[src/rtl/f_pc_npc.sv]
// F-stage program counter and next-PC selector for the 5-stage MIPS pipeline.
// Resolves exception entry, stall, eret and D-stage branch/jump redirection into the fetch PC.
module f_pc_npc #(
   parameter logic [31:0] RESET_PC  = 32'h0000_3000,
   parameter logic [31:0] EXC_ENTRY = 32'h0000_4180,
   parameter logic [31:0] IM_LO     = 32'h0000_3000,
   parameter logic [31:0] IM_HI     = 32'h0000_6ffc
) (
   input  logic        clk_i,
   input  logic        reset_ni,
   input  logic        stall_i,
   input  logic        req_i,
   input  logic        eret_i,
   input  logic [31:0] epc_i,
   input  logic [2:0]  npc_op_i,
   input  logic        b_jump_i,
   input  logic [31:0] d_pc_i,
   input  logic [15:0] d_imm16_i,
   input  logic [25:0] d_imm26_i,
   input  logic [31:0] d_rs_i,
   output logic [31:0] f_pc_o,
   output logic        f_bd_o,
   output logic        f_exc_adel_o,
   output logic        f_squash_o
);

   localparam logic [2:0] NpcSeq    = 3'd0;
   localparam logic [2:0] NpcBranch = 3'd1;
   localparam logic [2:0] NpcJump   = 3'd2;
   localparam logic [2:0] NpcJr     = 3'd3;

   logic [31:0] f_pc_q, f_pc_d;
   logic [31:0] seq_pc;
   logic [31:0] br_target;
   logic [31:0] j_target;
   logic [31:0] br_offset;
   logic        is_branch, is_jump, is_jr;

   // Targets are computed unconditionally; selection below applies the priority.
   assign br_offset = {{14{d_imm16_i[15]}}, d_imm16_i, 2'b00};
   assign br_target = d_pc_i + 32'd4 + br_offset;
   assign j_target  = {d_pc_i[31:28], d_imm26_i, 2'b00};
   assign seq_pc    = f_pc_q + 32'd4;

   assign is_branch = (npc_op_i == NpcBranch);
   assign is_jump   = (npc_op_i == NpcJump);
   assign is_jr     = (npc_op_i == NpcJr);

   always_comb begin
      f_pc_d = seq_pc;
      if (req_i) begin
         f_pc_d = EXC_ENTRY;
      end else if (stall_i) begin
         f_pc_d = f_pc_q;
      end else if (eret_i) begin
         f_pc_d = epc_i;
      end else if (is_branch && b_jump_i) begin
         f_pc_d = br_target;
      end else if (is_jump) begin
         f_pc_d = j_target;
      end else if (is_jr) begin
         f_pc_d = d_rs_i;
      end
   end

   always_ff @(posedge clk_i) begin
      if (!reset_ni) begin
         f_pc_q <= RESET_PC;
      end else begin
         f_pc_q <= f_pc_d;
      end
   end

   assign f_pc_o = f_pc_q;

   // Any control transfer in D marks the next fetch as a delay slot, taken or not.
   assign f_bd_o       = is_branch || is_jump || is_jr;
   assign f_exc_adel_o = (f_pc_q[1:0] != 2'b00) || (f_pc_q < IM_LO) || (f_pc_q > IM_HI);
   assign f_squash_o   = eret_i && !stall_i && !req_i;

endmodule
[config.mk]
export PLATFORM = sky130hd
export DESIGN_NAME = f_pc_npc
export DESIGN_NICKNAME = d
export VERILOG_FILES = /design/src/rtl/f_pc_npc.sv
export SDC_FILE = /design/constraint.sdc
export NUM_CORES = 1
export LEC_CHECK = 0
export BUFFER_PORTS_ARGS = -buffer_cell sky130_fd_sc_hd__buf_2
export CAP_MARGIN = 20
export CORE_ASPECT_RATIO = 0.6
export CORE_UTILIZATION = 45
export CTS_BUF_LIST = sky130_fd_sc_hd__clkbuf_8
export DETAILED_ROUTE_END_ITERATION = 7
export MAX_ROUTING_LAYER = met4
export PLACE_DENSITY = 0.81
export SLEW_MARGIN = 20
export SYNTH_ARGS = -nofsm -noshare
export SYNTH_HDL_FRONTEND = slang
export SYNTH_SLANG_ARGS = --single-unit
[constraint.sdc]
create_clock -name clk_i -period 5.5 [get_ports clk_i]
set_input_delay 0.55 -clock clk_i [delete_from_list [all_inputs] [get_ports clk_i]]
set_output_delay 0.55 -clock clk_i [all_outputs]
set_load 0.05 [all_outputs]
# Word-level counts from Yosys, hierarchy flattened

Index checks and enable logic that the tools add are counted.

Reduce and logical (&&, ||, !) cells: 11
Order comparisons: 2
Add/sub/neg operators: 3
Bitwise operators: 1
Eq/ne operators: 4
Muxes and demuxes: 6

Operators with widths:

| operator                                                                           | count |
|---|---|
| 32-bit two-way mux                                                                 | 4 |
| 32-bit by 3-bit adder with 32-bit output (second input constant)                   | 2 |
| 32-bit adder                                                                       | 1 |
| 32-bit by 15-bit greater-than comparator with 1-bit output (second input constant) | 1 |
| 32-bit by 14-bit < comparator with 1-bit output (second input constant)            | 1 |
| 15-bit two-way mux                                                                 | 2 |
| 3-bit by 2-bit equality test with 1-bit output (second input constant)             | 2 |
| 1-bit logical OR                                                                   | 4 |
| 3-bit by 1-bit equality test with 1-bit output (second input constant)             | 1 |
| 1-bit logical AND                                                                  | 3 |
| 1-bit logical NOT                                                                  | 2 |
| 2-bit by 1-bit inequality test with 1-bit output (second input constant)           | 1 |
| 2-bit nonzero test                                                                 | 1 |
| 2-bit OR reduction                                                                 | 1 |
| 1-bit inverter                                                                     | 1 |

Word-level logic and storage cells: 29
Register bits: 32
Bits of input ports: 147
Output and inout bits: 35

# Logic depth before layout (Yosys ltp)

Depth in word-level cells: 7
Gate-level depth with buffers: 14

# Worst setup path before layout

Ideal clock, no wire load.

Path type: input -> register
Start point: input d_pc_i[3]
End point: register f_pc_q[31], in the netlist f_pc_o[31]
Arrival time: 3.016 ns
Stages on the path: 12
Buffers on the path: 0
Data required time: 5.376 ns
Slack: 2.360 ns
Setup time: 0.124 ns
Path through: ha_1 ha_1 fa_1 a21o_1 a221oi_4 a211oi_2 o31ai_2 a211oi_2 o21ai_2 xnor2_1 a221oi_1 o21ai_1

Word-level cells in the longest chain between the ends: 4

Ends and longest elaborated chain:

| item                                     | RTL line | text |
|---|---|---|
| from (decl)                              | 17       | `input logic [31:0] d_pc_i,` |
| 32-bit by 3-bit adder with 32-bit output | 41       | `assign br_target = d_pc_i + 32'd4 + br_offset;` |
| 32-bit adder                             | 41       |  |
| 32-bit two-way mux                       | 57       | `end else if (is_branch && b_jump_i) begin` |
| 32-bit two-way mux                       | 55       | `end else if (eret_i) begin` |
| to (signal assigned)                     | 70       | `f_pc_q <= f_pc_d;` |
| to (decl)                                | 32       | `logic [31:0] f_pc_q, f_pc_d;` |

Every way passes these cells.
A chain may end at the register's enable or synchronous reset.

# Worst setup path after layout

Ends and elaborated chain as after synthesis.

==> flow_metrics.env <==
export IMPL_outcome="complete, no violations"
export IMPL_die_height_um=81.9
export IMPL_track_usage_pct=30.9
export IMPL_reg2reg_slack_ns=2.77
export IMPL_wl_per_cell_um=17.7
export IMPL_wl_mm=16.9
export IMPL_grt_util_met3_pct=8.77
export IMPL_largest_reg_flops=32
export IMPL_syn_cell_area_mm2=0.00479
export IMPL_powerDensity_mw_per_mm2=177
export IMPL_utilization_pct=58.4
export IMPL_grt_pass1_vias=4791
export IMPL_drc_errors=0
export IMPL_nNetsFinal=1024
export IMPL_finalSetupTns_ns=0
export IMPL_fin_area_mm2=0.00589
export IMPL_use_met2_pct=38.9
export IMPL_crit_type="in -> reg"
export IMPL_postCtsSetupBuffers=0
export IMPL_stdcell_count=954
export IMPL_grt_pass1_wl_mm=25.6
export IMPL_gp_congestion=0.967
export IMPL_post_cts_resize_count=0
export IMPL_drv_cap=0
export IMPL_cp_startpoint="d_pc_i[3]"
export IMPL_drtPass1Iterations=5
export IMPL_timing_rr_end="f_pc_o[14]$_SDFFE_PN0P_"
export IMPL_syn_to_final_growth_pct=23.1
export IMPL_floorplan_initialDensity_pct=47.4
export IMPL_cts_sinks=32
export IMPL_min_path_type="in -> reg"
export IMPL_fin_crit_ns=3.17
export IMPL_reg2reg_depth=10
export IMPL_holdBufCountCts=0
export IMPL_crit_required_ns=5.67
export IMPL_drtIter0Drc=718
export IMPL_rows=28
export IMPL_numCtsBuffers=5
export IMPL_worst_path_max_fanout=4
export IMPL_yosys_warnings=0
export IMPL_p_leak_nw=2.70
export IMPL_htree_levels=2
export IMPL_hold_violations=0
export IMPL_worst_slew_pin_slew_ns=1.10
export IMPL_clock_path_buffers=2
export IMPL_dpl_instance_area_mm2=0.00578
export IMPL_synth_ff_type="dfxtp_1"
export IMPL_drive_gt1_share_pct=26.4
export IMPL_slew_headroom_pct=26.3
export IMPL_antenna_found_initial=0
export IMPL_dieArea_mm2=0.0111
export IMPL_synth_edff_count=0
export IMPL_io_buffers=181
export IMPL_cp_start_kind="input port"
export IMPL_core_mm2=0.0101
export IMPL_cpMaxStageDelayCell="fa_1"
export IMPL_pin_count=182
export IMPL_dpl_hpwl_mm=13.4
export IMPL_crit_path_end_kind="flip-flop"
export IMPL_drv_slew=0
export IMPL_grt_busiest_layer="met1"
export IMPL_cpPeakStageDelay_ns=0.41
export IMPL_clockRootBuffer="clkbuf_8"
export IMPL_rsz0062_at_grt="false"
export IMPL_cts_tree="yes"
export IMPL_antenna_left=0
export IMPL_grt_max_degree=41
export IMPL_grtUsageMet1_pct=47.0
export IMPL_via_per_inst=5.96
export IMPL_crit_path_end="f_pc_o[31]$_SDFFE_PP0N_"
export IMPL_yosys_cell_types_count=62
export IMPL_arrival_ns=3.34
export IMPL_preCtsSetupSlack_ns=2.04
export IMPL_async_flop_share_pct=0
export IMPL_avgSynthCellArea_um2=7.25
export IMPL_ys_ff_latch=32
export IMPL_place_inst=946
export IMPL_antenna_cells=0
export IMPL_overflow=0
export IMPL_fmax_ghz=0.316
export IMPL_worst_r2r_startpoint="f_pc_o[2]$_SDFFE_PP0N_"
export IMPL_num_vias=5690
export IMPL_synth_cells=660
export IMPL_clock_latency_ns=0.29
export IMPL_die_w_um=135
export IMPL_crit_chain="buf_2 -> ha_1 -> ha_1 -> fa_1 -> a21o_1 -> a221oi_4 -> a211oi_2 -> o31ai_2 -> a211oi_2 -> o21ai_2 -> xnor2_1 -> a221oi_1 -> o21ai_1"
export IMPL_mostFrequentLayoutCells="buf_2, a21oi_1, nand2_1"
export IMPL_syn_nets=866
export IMPL_layout_commonest_cell="buf_2"
export IMPL_cts_clk_slew_worst_paths_ns=0.08
export IMPL_fin_crit_sh_pct=57.6
export IMPL_ir_drop_uv=121
export IMPL_fin_ws_ns=2.33
export IMPL_clock_skew_ns=0.00668
export IMPL_ys_seq_area_share_pct=13.4
export IMPL_setup_viol=0
==> per-stage QoR <==
stage | hold slack (ns) | power, mW
2_1_floorplan | 0.630 | 0.627
3_3_place_gp | 0.511 | 0.798
3_5_place_dp | 0.517 | 0.798
4_1_cts | 0.492 | 1.03
5_1_grt | 0.499 | 1.11
6_report | 0.499 | 1.05
==> final cells by class <==
type / instances / area, um2
clock buffers: 5 / 68.8
clock inverters: 3 / 42.5
flip-flops and latches: 32 / 641
repair buffers: 186 / 943
fillers: 990 / 4200
multi-input cells: 579 / 3980
inverters: 14 / 52.6
well taps: 135 / 169
==> routing by layer <==
layer | vias to the layer above | share of wire (%)
li1 | 2783 | -
met1 | 2555 | 49
met2 | 338 | 37
met3 | 14 | 14
met4 | 0 | 0.77
met5 | - | 0
==> kinds of logic (layout without fill, tap and decap cells) <==
| family | count (synthesis) | count (layout) | share of synthesized area [%] |
|---|---|---|---|
| AO/OA/AOI/OAI | 220 | 220 | 29.7 |
| XOR/XNOR | 52 | 52 | 9.51 |
| adder cells (fa/ha/maj) | 59 | 59 | 15.6 |
| buffers and inverters | 49 | 208 | 3.84 |
| flip-flops | 32 | 32 | 13.4 |
| multiplexers | 27 | 27 | 5.70 |
| AND/OR/NAND/NOR | 221 | 221 | 22.3 |
==> worst min-delay path by stage <==
stage,depth (start not counted),start,to
after floorplan,1,reset_ni,f_pc_o[13]$_SDFFE_PN1P_
after global placement,2,f_pc_o[26]$_SDFFE_PP0N_,f_pc_o[26]$_SDFFE_PP0N_
after detailed placement,2,f_pc_o[22]$_SDFFE_PP0N_,f_pc_o[22]$_SDFFE_PP0N_
after CTS,2,reset_ni,f_pc_o[13]$_SDFFE_PN1P_
after global routing,2,reset_ni,f_pc_o[13]$_SDFFE_PN1P_
final,2,reset_ni,f_pc_o[13]$_SDFFE_PN1P_
==> synthesized netlist by cell type, drive strengths merged (14+ instances only) <==
| library cell | instances | area, um2 |
|---|---|---|
| a211oi | 24 | 190 |
| a21oi | 77 | 385 |
| clkbuf | 34 | 128 |
| dfxtp | 32 | 641 |
| ha | 58 | 726 |
| mux2i | 25 | 250 |
| nand2 | 64 | 240 |
| nand3 | 21 | 105 |
| nor2 | 62 | 233 |
| nor3 | 14 | 75.1 |
| o21ai | 46 | 238 |
| xnor2 | 31 | 272 |
| xor2 | 21 | 184 |
==> power breakdown <==
group          leakage (nW)  internal, mW  switching [mW]  total, mW
clock                0.0541         0.134          0.0975      0.232
combinational          2.39         0.213           0.338      0.551
sequential            0.262         0.242          0.0207      0.263
total                  2.70         0.589           0.456       1.05
==> critical path: cells and delay by family <==
family	cells	cell delay (ns)
fa+ha+maj	3	0.91
buf+inv	1	0.10
xor+xnor	1	0.09
compound gates	8	1.67
Power figures use the tool's default switching activity.
